### src/rtl/hbridge_deadtime_guard_pkg.sv
// hbridge_pkg: shared direction codes, channel FSM states and helpers for the H-bridge guard.
package hbridge_pkg;
    typedef logic [1:0] dir_t;
    localparam dir_t DIR_FWD = 2'b10;
    localparam dir_t DIR_REV = 2'b01;
    typedef enum logic [1:0] {
        IDLE     = 2'd0,
        DRIVE    = 2'd1,
        DEADTIME = 2'd2
    } state_t;
    function automatic logic dir_valid(input dir_t d);
        return d == DIR_FWD || d == DIR_REV;
    endfunction
endpackage

### src/rtl/hbridge_deadtime_guard_if.sv
// hbridge_deadtime_guard_if: controller-side pwm/direction inputs and bridge-side gate/status outputs for two motors.
interface hbridge_deadtime_guard_if
    import hbridge_pkg::*;
#(
    parameter int CNT_W = 16
);
    logic motor1_pwm;
    dir_t motor1_ctrl;
    logic motor2_pwm;
    dir_t motor2_ctrl;
    logic m1_in1, m1_in2, m1_en, m1_busy;
    logic m2_in1, m2_in2, m2_en, m2_busy;
    logic [CNT_W-1:0] m1_rev_cnt, m2_rev_cnt;
    modport master (
        output motor1_pwm, motor1_ctrl, motor2_pwm, motor2_ctrl,
        input  m1_in1, m1_in2, m1_en, m1_busy, m1_rev_cnt,
        input  m2_in1, m2_in2, m2_en, m2_busy, m2_rev_cnt
    );
    modport slave (
        input  motor1_pwm, motor1_ctrl, motor2_pwm, motor2_ctrl,
        output m1_in1, m1_in2, m1_en, m1_busy, m1_rev_cnt,
        output m2_in1, m2_in2, m2_en, m2_busy, m2_rev_cnt
    );
endinterface

### src/rtl/hbridge_channel_guard.sv
// hbridge_channel_guard: one bridge channel -- input staging, dead-time FSM, dead-time counter and
// saturating reversal counter; gates are registered from the next state so they never glitch.
module hbridge_channel_guard
    import hbridge_pkg::*;
#(
    parameter int DEAD_CYCLES = 1000,
    parameter int CNT_W = 16
) (
    input  logic             PCLK,
    input  logic             PRESET,
    input  logic             pwm,
    input  dir_t             ctrl,
    output logic             in1,
    output logic             in2,
    output logic             en,
    output logic             busy,
    output logic [CNT_W-1:0] rev_cnt
);
    localparam logic [CNT_W-1:0] DEAD = CNT_W'(DEAD_CYCLES);
    logic pwm_q, first_q, valid, differs, reload;
    dir_t ctrl_q, dir_q, dir_n;
    state_t state, state_n;
    logic [CNT_W-1:0] cnt;
    always_comb begin
        valid = dir_valid(ctrl_q);
        differs = valid && ctrl_q != dir_q;
        reload = differs && (state != IDLE || !first_q);
        dir_n = valid ? ctrl_q : dir_q;
        state_n = !valid ? IDLE : reload ? DEADTIME :
                  (state == DEADTIME && cnt != CNT_W'(1)) ? DEADTIME : DRIVE;
    end
    // Staging regs clear under reset so the first command after release still takes two edges.
    always_ff @(posedge PCLK) begin
        if (PRESET) begin
            pwm_q   <= 1'b0;
            ctrl_q  <= 2'b00;
            state   <= IDLE;
            dir_q   <= DIR_FWD;
            cnt     <= '0;
            rev_cnt <= '0;
            first_q <= 1'b1;
            in1     <= 1'b0;
            in2     <= 1'b0;
            en      <= 1'b0;
            busy    <= 1'b0;
        end else begin
            pwm_q  <= pwm;
            ctrl_q <= ctrl;
            state  <= state_n;
            dir_q  <= dir_n;
            if (reload)
                cnt <= DEAD;
            else if (state == DEADTIME)
                cnt <= cnt - CNT_W'(1);
            if (reload && !(&rev_cnt))
                rev_cnt <= rev_cnt + CNT_W'(1);
            if (state == IDLE && state_n == DRIVE)
                first_q <= 1'b0;
            in1  <= state_n == DRIVE && dir_n[1];
            in2  <= state_n == DRIVE && dir_n[0];
            en   <= state_n == DRIVE && pwm_q;
            busy <= state_n == DEADTIME;
        end
    end
    assert property (@(posedge PCLK) !(in1 && in2));
endmodule

### src/rtl/hbridge_deadtime_guard.sv
// hbridge_deadtime_guard: two independent dead-time guarded H-bridge channels between the
// motor controller and the bridge pins.
module hbridge_deadtime_guard #(
    parameter int DEAD_CYCLES = 1000,
    parameter int CNT_W = 16
) (
    input logic                     PCLK,
    input logic                     PRESET,
    hbridge_deadtime_guard_if.slave bus
);
    hbridge_channel_guard #(.DEAD_CYCLES(DEAD_CYCLES), .CNT_W(CNT_W)) u_m1 (
        .PCLK    (PCLK),
        .PRESET  (PRESET),
        .pwm     (bus.motor1_pwm),
        .ctrl    (bus.motor1_ctrl),
        .in1     (bus.m1_in1),
        .in2     (bus.m1_in2),
        .en      (bus.m1_en),
        .busy    (bus.m1_busy),
        .rev_cnt (bus.m1_rev_cnt)
    );
    hbridge_channel_guard #(.DEAD_CYCLES(DEAD_CYCLES), .CNT_W(CNT_W)) u_m2 (
        .PCLK    (PCLK),
        .PRESET  (PRESET),
        .pwm     (bus.motor2_pwm),
        .ctrl    (bus.motor2_ctrl),
        .in1     (bus.m2_in1),
        .in2     (bus.m2_in2),
        .en      (bus.m2_en),
        .busy    (bus.m2_busy),
        .rev_cnt (bus.m2_rev_cnt)
    );
endmodule

### src/flat_wrapper.sv
// flat-port wrapper written by rule: the top's interface ports become plain ports
module hbridge_deadtime_guard_flat 
#(
    parameter int DEAD_CYCLES = 1000,
    parameter int CNT_W = 16
)
  (PCLK, PRESET, bus_motor1_pwm, bus_motor1_ctrl, bus_motor2_pwm, bus_motor2_ctrl, bus_m1_in1, bus_m1_in2, bus_m1_en, bus_m1_busy, bus_m1_rev_cnt, bus_m2_in1, bus_m2_in2, bus_m2_en, bus_m2_busy, bus_m2_rev_cnt);
  hbridge_deadtime_guard_if #(.CNT_W(CNT_W)) bus_i ();
  input logic PCLK;
  input logic PRESET;
  input wire logic [$bits(bus_i.motor1_pwm)-1:0] bus_motor1_pwm;
  input wire logic [$bits(bus_i.motor1_ctrl)-1:0] bus_motor1_ctrl;
  input wire logic [$bits(bus_i.motor2_pwm)-1:0] bus_motor2_pwm;
  input wire logic [$bits(bus_i.motor2_ctrl)-1:0] bus_motor2_ctrl;
  output wire logic [$bits(bus_i.m1_in1)-1:0] bus_m1_in1;
  output wire logic [$bits(bus_i.m1_in2)-1:0] bus_m1_in2;
  output wire logic [$bits(bus_i.m1_en)-1:0] bus_m1_en;
  output wire logic [$bits(bus_i.m1_busy)-1:0] bus_m1_busy;
  output wire logic [$bits(bus_i.m1_rev_cnt)-1:0] bus_m1_rev_cnt;
  output wire logic [$bits(bus_i.m2_in1)-1:0] bus_m2_in1;
  output wire logic [$bits(bus_i.m2_in2)-1:0] bus_m2_in2;
  output wire logic [$bits(bus_i.m2_en)-1:0] bus_m2_en;
  output wire logic [$bits(bus_i.m2_busy)-1:0] bus_m2_busy;
  output wire logic [$bits(bus_i.m2_rev_cnt)-1:0] bus_m2_rev_cnt;
  assign bus_i.motor1_pwm = bus_motor1_pwm;
  assign bus_i.motor1_ctrl = bus_motor1_ctrl;
  assign bus_i.motor2_pwm = bus_motor2_pwm;
  assign bus_i.motor2_ctrl = bus_motor2_ctrl;
  assign bus_m1_in1 = bus_i.m1_in1;
  assign bus_m1_in2 = bus_i.m1_in2;
  assign bus_m1_en = bus_i.m1_en;
  assign bus_m1_busy = bus_i.m1_busy;
  assign bus_m1_rev_cnt = bus_i.m1_rev_cnt;
  assign bus_m2_in1 = bus_i.m2_in1;
  assign bus_m2_in2 = bus_i.m2_in2;
  assign bus_m2_en = bus_i.m2_en;
  assign bus_m2_busy = bus_i.m2_busy;
  assign bus_m2_rev_cnt = bus_i.m2_rev_cnt;
  hbridge_deadtime_guard #(.DEAD_CYCLES(DEAD_CYCLES), .CNT_W(CNT_W)) u_core (.PCLK(PCLK), .PRESET(PRESET), .bus(bus_i));
endmodule
### config.mk
export PLATFORM = sky130hd
export DESIGN_NAME = hbridge_deadtime_guard_flat
export DESIGN_NICKNAME = d
export VERILOG_FILES = /design/src/rtl/hbridge_deadtime_guard_pkg.sv /design/src/rtl/hbridge_deadtime_guard_if.sv /design/src/rtl/hbridge_channel_guard.sv /design/src/rtl/hbridge_deadtime_guard.sv /design/src/flat_wrapper.sv
export SDC_FILE = /design/constraint.sdc
export NUM_CORES = 1
export LEC_CHECK = 0
export CORE_MARGIN = 2
export CORE_UTILIZATION = 42
export DETAILED_ROUTE_END_ITERATION = 6
export PLACE_DENSITY_LB_ADDON = 0.3
export SETUP_SLACK_MARGIN = 0.5
export SLEW_MARGIN = 20
export SYNTH_ARGS = -nofsm -noshare
export SYNTH_HDL_FRONTEND = slang
export SYNTH_SLANG_ARGS = --single-unit
export TNS_END_PERCENT = 1
### constraint.sdc
create_clock -name PCLK -period 3.8 [get_ports PCLK]
set_input_delay 0.95 -clock PCLK [delete_from_list [all_inputs] [get_ports PCLK]]
set_output_delay 0.95 -clock PCLK [all_outputs]
set_load 0.01 [all_outputs]
Yosys cells after proc, flatten, opt, wreduce, memory -nomap -nowiden
Index checks and enable logic that the tools add are counted.
{"block": "classes", "add_sub_neg": 4, "n_eq_ne": 14, "muxes": 12, "n_reduce_logical": 34}
{"cell": "10-bit 2-to-1 mux", "count": 4}
{"cell": "16-bit by 1-bit adder with 16-bit output (second input constant)", "count": 2}
{"cell": "16-bit by 1-bit inequality test with 1-bit output (second input constant)", "count": 2}
{"cell": "16-bit AND reduction", "count": 2}
{"cell": "16-bit by 1-bit subtractor with 16-bit output (second input constant)", "count": 2}
{"cell": "1-bit logical AND", "count": 16}
{"cell": "2-bit 2-to-1 mux", "count": 8}
{"cell": "2-bit equality test (second input constant)", "count": 6}
{"cell": "2-bit by 1-bit equality test with 1-bit output (second input constant)", "count": 4}
{"cell": "2-bit nonzero test", "count": 4}
{"cell": "1-bit zero test", "count": 4}
{"cell": "2-bit zero test", "count": 2}
{"cell": "1-bit logical OR", "count": 4}
{"cell": "2-bit inequality test", "count": 2}
{"cell": "2-bit OR reduction", "count": 2}
{"block": "word_totals", "ff_bits": 88, "input_bits": 8, "output_inout_bits": 40, "word_cells": 88}

Logic depth before layout (Yosys ltp)
{"block": "depth", "ltp_word": 8, "depth_mapped": 8, "ltp_nobuf": 7}

By module
A second synthesis with hierarchy kept.
{"block": "unflattened", "hier_cells": 440, "hier_area_um2": 3911.3}
{"module": "hbridge_channel_guard", "instances": 2, "cells_per_inst": 220, "area_per_inst_um2": 1955.6, "seq_area_each_um2": 880.8}

Least setup slack after synthesis
No wires, ideal clock.
{"block": "synth_path", "path_type": "reg2reg", "startpoint": "reg u_core.u_m1.rev_cnt[0]", "endpoint": "reg u_core.u_m1.rev_cnt[11]", "setup_time_ns": 0.121, "arrival_time_ns": 1.970, "t_required_ns": 3.679, "slack_ns": 1.709, "path_stages_with_launch": 8, "path_buffers": 1, "period_less_slack_ns": 2.091, "path_cell_list": "dfxtp_1 ha_1 nand4_1 nor4_4 or3_1 buf_4 nor4_1 mux2_2"}
{"block": "synth_between", "elab_chain_cells": 3, "elab_cells_between_ends": 4, "classes_between": "add/sub: 1; reduce/logical: 3"}
{"item": "start: declaration", "line_no": "hbridge_channel_guard.sv:17", "rtl": "output logic [CNT_W-1:0] rev_cnt"}
{"item": "start signal: assignment", "line_no": "hbridge_channel_guard.sv:56", "rtl": "rev_cnt <= rev_cnt + CNT_W'(1);"}
{"item": "branches (longest 3 deep; another with 16-bit by 1-bit adder with 16-bit output)"}
Parallel ways; which one is timed is not known.
A chain may end at the register's enable or synchronous reset.

Worst setup path after layout
{"block": "layout_path", "startpoint": "reg u_core.u_m1.rev_cnt[2]", "endpoint": "out bus_m1_rev_cnt[2]"}
{"item": "end: declaration", "line_no": "flat_wrapper.sv:19", "rtl": "output wire logic [$bits(bus_i.m1_rev_cnt)-1:0] bus_m1_rev_cnt;"}
No word-level cell between the ends.

==> results.md <==
* Sw Share at 23.1%
* Hold_buf cts at 0
* CTS Root Cell: clkbuf_8
* # clock sinks at 88
* Largest net degree at the start of global routing at 27
* Ys Warns at 0
* WS Path Type: reg2out
* Fmax at 425 MHz
* EDFF count, synth at 0
* Outcome: completed
* P per Cell Area at 393 nW/um2
* Longest Clk Path Bufs at 2
* CTS tree: yes
* Comb pwr share at 8.4%
* Number of H-tree levels at 3
* Flop pwr share at 52.6%
* Wirelength, routed at 7.83 mm
* GR Overflow Total at 0
* PostCTS Resize Cnt at 0
* Async S/R FF share, synth at 0%
* P_sw at 428 uW
* Area share of the largest cell type after synthesis at 44.6%
* Mapped cell area at 3950 um2
* First-pass GRT wire length at 13.4 mm
* Leading post-synthesis cells by cell area: dfxtp_1 45%, xnor2_1 8.0%, nor2_1 5.7%
* Remaining antenna violation count after routing at 0
* Max VDD drop at 0.145 mV
* Synthesized flop and latch total at 88
* Count leader, synth: dfxtp_1
* Clock share of power at 39.0%
* DR vias at 3218
* Clk pin slew, worst setup/hold paths at 0.08 ns
* Initial antenna violation count at 0
* Synth unique cells at 49
* Die Area at 10200 um2
* Share of the clock period used by the worst path at 62.0%
* Area delta synth->final at 19.5%
* DP Wirelength at 5.60 mm
* Final core occ at 51.3%
* Routed wire per std cell at 13.1 um
* Mean Syn Cell Area at 8.97 um2
* Placed Area at 4490 um2
* Hold Violations, Final at 0
* Synth cell count leaders: 88 x dfxtp_1, 60 x nor2_1, 36 x xnor2_1, 26 x a21oi_1, 22 x nand2_1
* TritonCTS Buffers at 9
* Worst Path Max Fanout at 7
* CP Launch Type: register
* CP Capture Type: primary output
* Min Tclk post-route at 2.36 ns
* Die Y at 101 um
* Postcts setup bufs at 0
* Final Max Tran Viols at 0
* Gpl congestion at 0.814
* Final #Nets at 496
* Worst slew pin tran at 0.945 ns
* RSZ-0062 raised after global routing: false
* Inserted Diodes at 0
* Vias in the first global route at 3015
* DRT iter0 DRCs at 71
* Top Ports at 48
* Setup skew after layout at 0.00975 ns
* Tot Pwr at 1850 uW
* Max_slew headroom at 36.8%
* Row cnt at 35
* HP Class: reg2reg
* Syn Inst Count at 440
* Seq/Total Area, Yosys at 44.6%
* Global Route Usage Sum at 16.2%
* Lkg Pwr at 0.00158 uW
* CP Data Arrival Time at 1.41 ns
* Hold slack at 0.431 ns
* Max-cap violations at 0
* Initial core utilization at 42.9%
* Max incr delay on CP at 0.59 ns
* Finished Cell Area at 4720 um2
* IO buf count at 47
* Critical Path RT at 2.85 ns
* # DRC at 0
* Horiz. Die Dim at 101 um
* Vias per cell at 5.38
* Clock latency on the worst-skew pair at 0.35 ns
* Pint at 1420 uW
* Setup_tns at 0 ns
* DRT Pass-1 Iters at 4
* Share of layout cells above drive strength 1 at 7.60%
* Post-synth top flop: dfxtp_1
* Post-Syn Nets at 454
* Worst Path Buf+Inv at 1
* Crit-path slowest cell: clkdlybuf4s50_1
* Cell family with most CP delay: buffers and inverters
* CP Cell Sequence: clkdlybuf4s50_1
* Final setup fails at 0
* Core Box Area at 9200 um2
* Post-synth top area cell: dfxtp_1
power groups by stage:
stage	Combinational [uW]	Clock, uW	Sequential [uW]
floorplan	119	0	994
global placement	152	0	995
detailed placement	156	0	997
CTS	157	748	975
global route	175	788	979
finish	155	722	975
final timing paths:
| check | to | depth (start not counted) | from | slack [ns] |
|---|---|---|---|---|
| min reg2reg | u_core.u_m2.en$_SDFF_PP0_ | 2 | u_core.u_m2.pwm_q$_SDFF_PP0_ | 0.43 |
| max reg2reg | u_core.u_m1.cnt[1]$_SDFFE_PP0P_ | 5 | u_core.u_m1.ctrl_q[0]$_SDFF_PP0_ | 1.53 |
| max | bus_m1_rev_cnt[2] | 1 | u_core.u_m1.rev_cnt[2]$_SDFFE_PP0P_ | 1.44 |
| min | u_core.u_m2.en$_SDFF_PP0_ | 2 | u_core.u_m2.pwm_q$_SDFF_PP0_ | 0.43 |
cell families after synthesis:
group	after synthesis	share of synthesized area, %
adder cells (fa/ha/maj)	8	2.41
flip-flops	88	44.6
XOR/XNOR	43	9.54
AND/OR/NAND/NOR	215	30.7
AO/OA/AOI/OAI	51	8.24
multiplexers	5	1.36
buffers and inverters	30	3.17
final cells by class:
| class | count | area (um2) |
|---|---|---|
| inverters | 12 | 45.0 |
| repair buffers | 49 | 480 |
| clock buffers | 12 | 155 |
| clock inverters | 4 | 76.3 |
| flip-flops and latches | 88 | 1760 |
| fillers | 871 | 4480 |
| multi-input cells | 322 | 2060 |
| well taps | 111 | 139 |
registers in the layout, summed over array words and instances (netlist names), 2 cells and up:
signal and cells:
u_core.u_m1.cnt 16, u_core.u_m1.ctrl_q 2, u_core.u_m1.dir_q 2, u_core.u_m1.rev_cnt 16, u_core.u_m1.state 2, u_core.u_m2.cnt 16
u_core.u_m2.ctrl_q 2, u_core.u_m2.dir_q 2, u_core.u_m2.rev_cnt 16, u_core.u_m2.state 2
metal layers:
layer | vias up | routed length, um | GRT usage [%]
met5 | - | 0 | 0
met2 | 60 | 3550 | 25.2
met3 | 13 | 286 | 2.22
li1 | 1614 | - | -
met4 | 0 | 170 | 7.59
met1 | 1531 | 3830 | 22.2
cells in the final DEF, fill, tap and decap left out, types with 3 or more instances in the layout:
cell type | synthesis | final
dfxtp_1 | 88 | 88
xnor2_1 | 36 | 36
or3_1 | 8 | 8
xor2_1 | 7 | 7
nand2_1 | 22 | 22
nand3_1 | 17 | 17
ha_1 | 6 | 6
o31ai_1 | 8 | 8
inv_1 | 12 | 12
nand2b_1 | 10 | 10
nand4_1 | 7 | 7
nor4b_1 | 8 | 8
nor2_1 | 60 | 60
nor4_1 | 16 | 16
mux2_2 | 3 | 3
nor4_4 | 3 | 3
or2_2 | 7 | 7
nor3_1 | 17 | 17
clkbuf_8 | 0 | 11
clkdlybuf4s50_1 | 0 | 46
nor2b_1 | 17 | 17
a21oi_1 | 26 | 26
or4_1 | 8 | 8
o21ai_0 | 3 | 3
nand3b_1 | 5 | 5
per-stage QoR:
stage | setup WS (ns) | instances
floorplan | 1.71 | 440
global placement | 1.61 | 582
detailed placement | 1.54 | 582
CTS | 1.41 | 598
global route | 1.30 | 598
finish | 1.44 | 598
No activity file was read; power rests on OpenSTA's default activity.
